**src/rtl/mc_control_fsm.sv**
```systemverilog
// Multicycle control unit for the MIPS-subset datapath: Moore FSM with
// registered strobes, sized for a one-cycle-latency block memory.
//
// state   | meaning
// --------+----------------------------------------------------------
// FETCH0  | present PC to memory, wait for the synchronous read
// FETCH1  | load IR, PC <= PC + 4
// DECODE  | branch target into ALUOut, dispatch on Op
// MEMADR  | effective address = A + SignImm
// MEMRD   | present ALUOut to memory for a load
// MEMWAIT | Data register captures the memory read data
// MEMWB   | write loaded word into rt
// MEMWR   | single-cycle store at ALUOut
// EXEC    | R-type ALU operation selected by Funct
// ALUWB   | write ALUOut into rd
// BRANCH  | compare A - B, load PC from ALUOut when Zero
// ADDIEX  | A + SignImm
// ADDIWB  | write ALUOut into rt
module mc_control_fsm #(
  parameter logic [5:0] ALU_ADD = 6'd0,
  parameter logic [5:0] ALU_SUB = 6'd1,
  parameter logic [5:0] ALU_AND = 6'd2,
  parameter logic [5:0] ALU_OR  = 6'd3,
  parameter logic [5:0] ALU_SLT = 6'd4
) (
  input  logic        clk,
  input  logic        rst_n,
  input  logic [5:0]  Op,
  input  logic [5:0]  Funct,
  output logic        PCWrite,
  output logic        Branch,
  output logic        PCSrc,
  output logic [5:0]  ALUControl,
  output logic [1:0]  ALUSrcB,
  output logic        ALUSrcA,
  output logic        RegWrite,
  output logic        IorD,
  output logic        MemWrite,
  output logic        IRWrite,
  output logic        RegDst,
  output logic        MemtoReg,
  output logic [3:0]  state_o,
  output logic [31:0] retired
);

  localparam logic [5:0] OP_RTYPE = 6'h00;
  localparam logic [5:0] OP_BEQ   = 6'h04;
  localparam logic [5:0] OP_ADDI  = 6'h08;
  localparam logic [5:0] OP_LW    = 6'h23;
  localparam logic [5:0] OP_SW    = 6'h2B;

  typedef enum logic [3:0] {
    S_FETCH0  = 4'd0,
    S_FETCH1  = 4'd1,
    S_DECODE  = 4'd2,
    S_MEMADR  = 4'd3,
    S_MEMRD   = 4'd4,
    S_MEMWAIT = 4'd5,
    S_MEMWB   = 4'd6,
    S_MEMWR   = 4'd7,
    S_EXEC    = 4'd8,
    S_ALUWB   = 4'd9,
    S_BRANCH  = 4'd10,
    S_ADDIEX  = 4'd11,
    S_ADDIWB  = 4'd12
  } state_e;

  state_e      state_q, state_d;
  logic [31:0] retired_q, retired_d;

  logic       pc_write_q, pc_write_d;
  logic       branch_q, branch_d;
  logic       pc_src_q, pc_src_d;
  logic [5:0] alu_control_q, alu_control_d;
  logic [1:0] alu_src_b_q, alu_src_b_d;
  logic       alu_src_a_q, alu_src_a_d;
  logic       reg_write_q, reg_write_d;
  logic       i_or_d_q, i_or_d_d;
  logic       mem_write_q, mem_write_d;
  logic       ir_write_q, ir_write_d;
  logic       reg_dst_q, reg_dst_d;
  logic       mem_to_reg_q, mem_to_reg_d;

  always_comb begin
    state_d = S_FETCH0;
    case (state_q)
      S_FETCH0: state_d = S_FETCH1;
      S_FETCH1: state_d = S_DECODE;
      S_DECODE: begin
        case (Op)
          OP_LW, OP_SW: state_d = S_MEMADR;
          OP_RTYPE:     state_d = S_EXEC;
          OP_BEQ:       state_d = S_BRANCH;
          OP_ADDI:      state_d = S_ADDIEX;
          default:      state_d = S_FETCH0;
        endcase
      end
      S_MEMADR:  state_d = (Op == OP_LW) ? S_MEMRD : S_MEMWR;
      S_MEMRD:   state_d = S_MEMWAIT;
      S_MEMWAIT: state_d = S_MEMWB;
      S_EXEC:    state_d = S_ALUWB;
      S_ADDIEX:  state_d = S_ADDIWB;
      default:   state_d = S_FETCH0;
    endcase
  end

  // Strobes are decoded from the next state so the registered outputs line
  // up with state_q; Funct is stable here because IR is not written in DECODE.
  always_comb begin
    pc_write_d    = 1'b0;
    branch_d      = 1'b0;
    pc_src_d      = 1'b0;
    alu_control_d = ALU_ADD;
    alu_src_b_d   = 2'b00;
    alu_src_a_d   = 1'b0;
    reg_write_d   = 1'b0;
    i_or_d_d      = 1'b0;
    mem_write_d   = 1'b0;
    ir_write_d    = 1'b0;
    reg_dst_d     = 1'b0;
    mem_to_reg_d  = 1'b0;
    case (state_d)
      S_FETCH1: begin
        ir_write_d  = 1'b1;
        alu_src_b_d = 2'b01;
        pc_write_d  = 1'b1;
      end
      S_DECODE: alu_src_b_d = 2'b11;
      S_MEMADR, S_ADDIEX: begin
        alu_src_a_d = 1'b1;
        alu_src_b_d = 2'b10;
      end
      S_MEMRD, S_MEMWAIT: i_or_d_d = 1'b1;
      S_MEMWB: begin
        mem_to_reg_d = 1'b1;
        reg_write_d  = 1'b1;
      end
      S_MEMWR: begin
        i_or_d_d    = 1'b1;
        mem_write_d = 1'b1;
      end
      S_EXEC: begin
        alu_src_a_d = 1'b1;
        case (Funct)
          6'h22:   alu_control_d = ALU_SUB;
          6'h24:   alu_control_d = ALU_AND;
          6'h25:   alu_control_d = ALU_OR;
          6'h2A:   alu_control_d = ALU_SLT;
          default: alu_control_d = ALU_ADD;
        endcase
      end
      S_ALUWB: begin
        reg_dst_d   = 1'b1;
        reg_write_d = 1'b1;
      end
      S_BRANCH: begin
        alu_src_a_d   = 1'b1;
        alu_control_d = ALU_SUB;
        branch_d      = 1'b1;
        pc_src_d      = 1'b1;
      end
      S_ADDIWB: reg_write_d = 1'b1;
      default: ;
    endcase
  end

  always_comb begin
    retired_d = retired_q;
    if (state_d == S_FETCH0 && state_q != S_FETCH0)
      retired_d = retired_q + 32'd1;
  end

  always_ff @(posedge clk or negedge rst_n) begin
    if (!rst_n) begin
      state_q       <= S_FETCH0;
      retired_q     <= 32'd0;
      pc_write_q    <= 1'b0;
      branch_q      <= 1'b0;
      pc_src_q      <= 1'b0;
      alu_control_q <= ALU_ADD;
      alu_src_b_q   <= 2'b00;
      alu_src_a_q   <= 1'b0;
      reg_write_q   <= 1'b0;
      i_or_d_q      <= 1'b0;
      mem_write_q   <= 1'b0;
      ir_write_q    <= 1'b0;
      reg_dst_q     <= 1'b0;
      mem_to_reg_q  <= 1'b0;
    end else begin
      state_q       <= state_d;
      retired_q     <= retired_d;
      pc_write_q    <= pc_write_d;
      branch_q      <= branch_d;
      pc_src_q      <= pc_src_d;
      alu_control_q <= alu_control_d;
      alu_src_b_q   <= alu_src_b_d;
      alu_src_a_q   <= alu_src_a_d;
      reg_write_q   <= reg_write_d;
      i_or_d_q      <= i_or_d_d;
      mem_write_q   <= mem_write_d;
      ir_write_q    <= ir_write_d;
      reg_dst_q     <= reg_dst_d;
      mem_to_reg_q  <= mem_to_reg_d;
    end
  end

  assign PCWrite    = pc_write_q;
  assign Branch     = branch_q;
  assign PCSrc      = pc_src_q;
  assign ALUControl = alu_control_q;
  assign ALUSrcB    = alu_src_b_q;
  assign ALUSrcA    = alu_src_a_q;
  assign RegWrite   = reg_write_q;
  assign IorD       = i_or_d_q;
  assign MemWrite   = mem_write_q;
  assign IRWrite    = ir_write_q;
  assign RegDst     = reg_dst_q;
  assign MemtoReg   = mem_to_reg_q;
  assign state_o    = state_q;
  assign retired    = retired_q;

endmodule

```
**config.mk**
```make
export PLATFORM = sky130hd
export DESIGN_NAME = mc_control_fsm
export DESIGN_NICKNAME = d
export VERILOG_FILES = /design/src/rtl/mc_control_fsm.sv
export SDC_FILE = /design/constraint.sdc
export NUM_CORES = 1
export LEC_CHECK = 0
export CORE_AREA = 2 2 73 75
export CTS_BUF_LIST = sky130_fd_sc_hd__clkbuf_8
export DETAILED_ROUTE_END_ITERATION = 6
export DIE_AREA = 0 0 75 77
export PLACE_DENSITY = 0.85
export SLEW_MARGIN = 20
export SYNTH_ARGS = -nofsm -noshare
export SYNTH_HDL_FRONTEND = slang
export SYNTH_SLANG_ARGS = --single-unit
```
**constraint.sdc**
```tcl
create_clock -name clk -period 5.36 [get_ports clk]
set_input_delay 1.072 -clock clk [delete_from_list [all_inputs] [get_ports clk]]
set_output_delay 1.072 -clock clk [all_outputs]
set_load 0.02 [all_outputs]
```
== Yosys cells after proc, flatten, opt, wreduce, memory -nomap -nowiden ==
Cells that the tools add are included.

* Register bits: 52
* Latch bits: 0
* Memory bits (writable): 0
* Bits in read-only memories: 0
* Word-level logic and storage cells: 64
* Memories: 0

* $add $sub $neg: 1
* Multiply operators: 0
* Divide/modulo/power cells: 0
* Magnitude comparators: 0
* Equal/unequal tests: 27
* Shifts and indexed selects: 0
* Mux-type cells: 14
* Bitwise operators: 0
* Reductions and logical operators: 10

{| class="wikitable"
|+ Operator list
! cell !! number
|-
| $eq A6 B6 Y1 const B || 6
|-
| $add A32 B1 Y32 const B || 1
|-
| $pmux W4 S8 || 1
|-
| $eq A4 B4 Y1 const B || 7
|-
| $eq A4 B3 Y1 const B || 6
|-
| $eq A4 B2 Y1 const B || 4
|-
| $pmux W4 S4 || 1
|-
| $pmux W3 S4 || 1
|-
| $eq A4 B1 Y1 const B || 2
|-
| $logic_not A4 Y1 || 2
|-
| $mux W1 || 8
|-
| $eq A6 B3 Y1 const B || 1
|-
| $eq A6 B4 Y1 const B || 1
|-
| $logic_not A6 Y1 || 1
|-
| $pmux W2 S3 || 1
|-
| $pmux W3 S2 || 1
|-
| $reduce_or A3 Y1 || 2
|-
| $reduce_bool A4 Y1 || 1
|-
| $reduce_or A2 Y1 || 2
|-
| $reduce_or A4 Y1 || 1
|-
| $mux W2 || 1
|-
| $logic_and A1 B1 Y1 || 1
|}

== Logic depth before layout (Yosys ltp) ==
* Word-level depth: 7
* Mapped depth: 8
* Mapped depth without buffers: 6

== Least setup slack after synthesis ==
No wires, ideal clock.

* Path kind: input port to flip-flop
* From: input Op[0]
* To: register retired_q[1] (netlist: retired[1])
* Setup time: 0.128 ns
* Data arrival time: 2.614 ns
* Data required time: 5.232 ns
* Setup slack: 2.618 ns
* Stages: 6
* Path through: or4b_4 > a211oi_4 > a211oi_1 > o211a_4 > nand2_1 > mux2_1

* Cells in the longest elaborated chain, start to end: 6
* Elaborated cells on any way between the ends: 11

{| class="wikitable"
|+ RTL lines
! what !! line !! RTL
|-
| from (decl) || 28 || <nowiki>input logic [5:0] Op,</nowiki>
|-
| $eq A6 B6 Y1 (on tied branches) || 90, 98 ||
|-
| $reduce_or A2 Y1 || 90 || <nowiki>case (Op)</nowiki>
|-
| $pmux W4 S4 || 90 ||
|-
| $pmux W4 S8 (*) || 86 || <nowiki>case (state_q)</nowiki>
|-
| $logic_not A4 Y1 (*) || 169 || <nowiki>if (state_d == S_FETCH0 && state_q != S_FETCH0)</nowiki>
|-
| $logic_and A1 B1 Y1 (*) || 169 ||
|-
| to (signal assigned) || 191 || <nowiki>retired_q <= retired_d;</nowiki>
|-
| to (decl) || 69 || <nowiki>logic [31:0] retired_q, retired_d;</nowiki>
|}

Every way passes the cells marked *; elsewhere a longest branch is shown, timed or not.
A chain may end at the register's enable or synchronous reset.

== Final worst setup path ==
* From: input Op[2]
* To: register retired_q[1] (netlist: retired[1])

The elaborated chain is that of the path after synthesis.

==> out/results.tsv <==
metric	value	unit
worst stage delay on the critical path	0.58	ns
Mapped Area	0.00259	sq mm
YS warnings	0	
largest net degree at the start of global routing	50	
Finished Layout Cells	372	
Switching Fraction	40.2	%
Initial DRC Count	178	
Logic pwr share	41.3	%
Synth Register Bits	49	
Post-DRT Antenna Nets	0	
# fillers	384	
WHS Path Cells	1	
# setup viols final	0	
post-route design area	0.00334	sq mm
VDD IR max	376	uV
min-delay src	retired[31]	
Seq/Total Area, Yosys	47.3	%
CTS max path bufs	2	
root buffer cell	clkbuf_8	
pins over their slew limit	0	
end of the worst register-to-register path	retired[1]	
Tmin final	3.33	ns
Pint	785	uW
CTS Hold Bufs	0	
reg2reg path depth	6	
I/O Pins	68	
H-tree depth	2	
Clk pin slew, worst setup/hold paths	0.08	ns
DIE HEIGHT	77	um
vias in the first global route	1929	
Post-Syn Instances	244	
final setup TNS	0	ns
worst-path fanout max	33	
CP Capture Type	register	
# diodes	0	
Power Dens Cells	392	mW/mm^2
placed cells	364	
RSZ-0062 raised after global routing	false	
Global Route Usage Sum	19.8	%
CTS Sinks	49	
CTS Buf Count	5	
Hold Path Class	reg -> reg	
Reg power frac	38.0	%
first-pass GRT wire length	8920	um
chain of cells forming the critical path	clkdlybuf4s50_1, or4_1, a31oi_1, o211a_4, nand2_1, mux2_1	
Synth Flop Type	dfrtp_1	
number of synthesized flops with an enable pin	0	
Final Hold Viols	0	
asr flop ratio synth	100	%
Crit Path Category	in -> reg	
power share of the clock group	20.7	%
fin nets	316	
Max-slew headroom	43.6	%
synthesis-to-layout area growth	29.0	%
Port Buffers	64	
Worst R2R Start	state_o[1]	
Worst path top cell family by delay	compound AO/OA/AOI/OAI gates	
Slew @ Worst Pin	0.846	ns
CP Launch Type	primary input	
num rows	26	
Synth cell types	43	
fmax	300	MHz
final cycle utilization of the critical path	62.2	%
via count	1980	
CP bufs+invs	1	
gr ovfl total	0	
Arrival @ worst endpoint	3.53	ns
sw power	527	uW
drt pass-1 iters	4	
Routed wire per std cell	14.3	um
Setup Fix Bufs, Post-CTS	0	
initial core utilization	52.1	%
syn_area_per_cell	10.6	sq um
Area after DPL	0.00322	sq mm
die area	0.00578	sq mm
clk_lat worst skew	0.31	ns
status	finished, final reports clean	
Power, Total	1.31	mW
Max-cap violations	0	
core footprint	0.00498	sq mm
drt via density	5.32	
Post-DP HPWL	3820	um
Die W	75	um
drt drc	0	
post-cts repair resize count	0	
Final Skew	0.00740	ns
initial antenna violation count	0	
gp weighted congestion	0.892	
drt total wl	5300	um
layout cells sized above 1	12.6	%
slowest cell on the critical path	or4_1	
setup slack, reg-to-reg	2.78	ns
CTS tree	built	
static leakage power	1.39	nW
Worst EP required	5.56	ns
hold endpoint	retired[31]	
synthesized netlist by cell type (2+ instances only):
library cell   n  area (sq um)
nand2b_1       6          37.5
a211oi_1       2          15.0
or2_2          2          12.5
buf_1          2          7.51
nand4_1        9          56.3
a21oi_1        7          35.0
nor2_1        14          52.6
nor3b_1        2          15.0
and3b_1        2          17.5
o22ai_1        2          12.5
nand2_1       11          41.3
buf_6          3          33.8
and2_1         3          18.8
nand3_1       14          70.1
inv_1          3          11.3
or4b_4         2          27.5
nand4_2        5          62.6
nand3b_1       2          15.0
clkbuf_1       5          18.8
buf_4          5          37.5
dfrtp_1       49          1230
nand3_2       17           170
nor4_1         4          25.0
and3_1        17           106
xnor2_1       31           272
nor3_1         8          40.0
through the flow:
stage               setup slack [ns]  utilization (%)  hold slack, ns
floorplan                       2.62                -           0.581
global placement                1.81             64.7           0.459
detailed placement              1.72             64.7           0.469
CTS                             2.04             67.1           0.480
global route                    1.90             67.2           0.515
finish                          2.03             67.2           0.479
worst max path at each step:
stage / startpoint / endpoint / slack, ns / depth (start not counted)
6_report: Op[2] / retired[1] / 2.03 / 6
5_1_grt: Op[2] / retired[1] / 1.90 / 6
4_1_cts: Op[2] / retired[1] / 2.04 / 6
3_5_place_dp: Op[2] / retired[1] / 1.72 / 6
3_3_place_gp: Op[2] / retired[1] / 1.81 / 6
2_1_floorplan: Op[0] / retired[1] / 2.62 / 6
placed cells by master (no fill, tap or decap), types with 2 or more instances in the layout:
cell             Yosys  layout
nor3b_1              2       2
or4b_4               2       2
clkdlybuf4s50_1      0      63
nand2_1             11      11
and3_1              17      17
a211oi_1             2       2
nor2_1              14      14
a21oi_1              7       7
conb_1               1       3
nand3_1             14      14
and2_1               3       3
nand3_2             17      17
nor4_1               4       4
dfrtp_1             49      49
or2_2                2       2
xnor2_1             31      31
nand4_1              9       9
nand3b_1             2       2
clkbuf_8             0       6
nor3_1               8       8
o22ai_1              2       2
nand4_2              5       5
and3b_1              2       2
nand2b_1             6       6
inv_1                3       3
power by group through the flow:
| stage | sequential [mW] | combinational [mW] | clock (mW) |
|---|---|---|---|
| 6_report | 0.498 | 0.542 | 0.271 |
| 3_3_place_gp | 0.502 | 0.534 | 0 |
| 4_1_cts | 0.496 | 0.543 | 0.278 |
| 2_1_floorplan | 0.536 | 0.367 | 0 |
| 5_1_grt | 0.506 | 0.586 | 0.290 |
| 3_5_place_dp | 0.502 | 0.543 | 0 |
layer usage:
metal	global-route usage, %	share of wire, %	up-vias
li1	-	-	981
met1	26.7	45	924
met2	30.9	47	65
met3	3.55	5.0	10
met4	8.75	2.0	0
met5	0	0	-
cell type report:
type | instances | area (sq um) | area share [%]
well taps | 70 | 87.6 | 2.62
flip-flops and latches | 49 | 1230 | 36.7
clock buffers | 6 | 82.6 | 2.47
inverters | 3 | 11.3 | 0.337
clock inverters | 2 | 37.5 | 1.12
multi-input cells | 178 | 1260 | 37.7
repair buffers | 64 | 638 | 19.1
cell families after synthesis:
logic type | count (synthesis) | synth area share (%)
and+or+nand+nor | 121 | 30.6
DFF | 49 | 47.3
xor gates and xnor gates | 32 | 10.8
AOI/OAI and AO/OA | 20 | 5.84
buffers and inverters | 19 | 4.39
adders and majority gates | 1 | 0.483
other | 1 | 0.145
muxes | 1 | 0.434
registers in the layout, summed over array words and instances (netlist names):
name and cells:
ALUSrcB 2, RegDst 1, state_o 4, ALUControl 3, MemtoReg 1, RegWrite 1, MemWrite 1, retired 32
IorD 1, ALUSrcA 1, IRWrite 1, PCSrc 1
No activity file was read; power rests on OpenSTA's default activity.
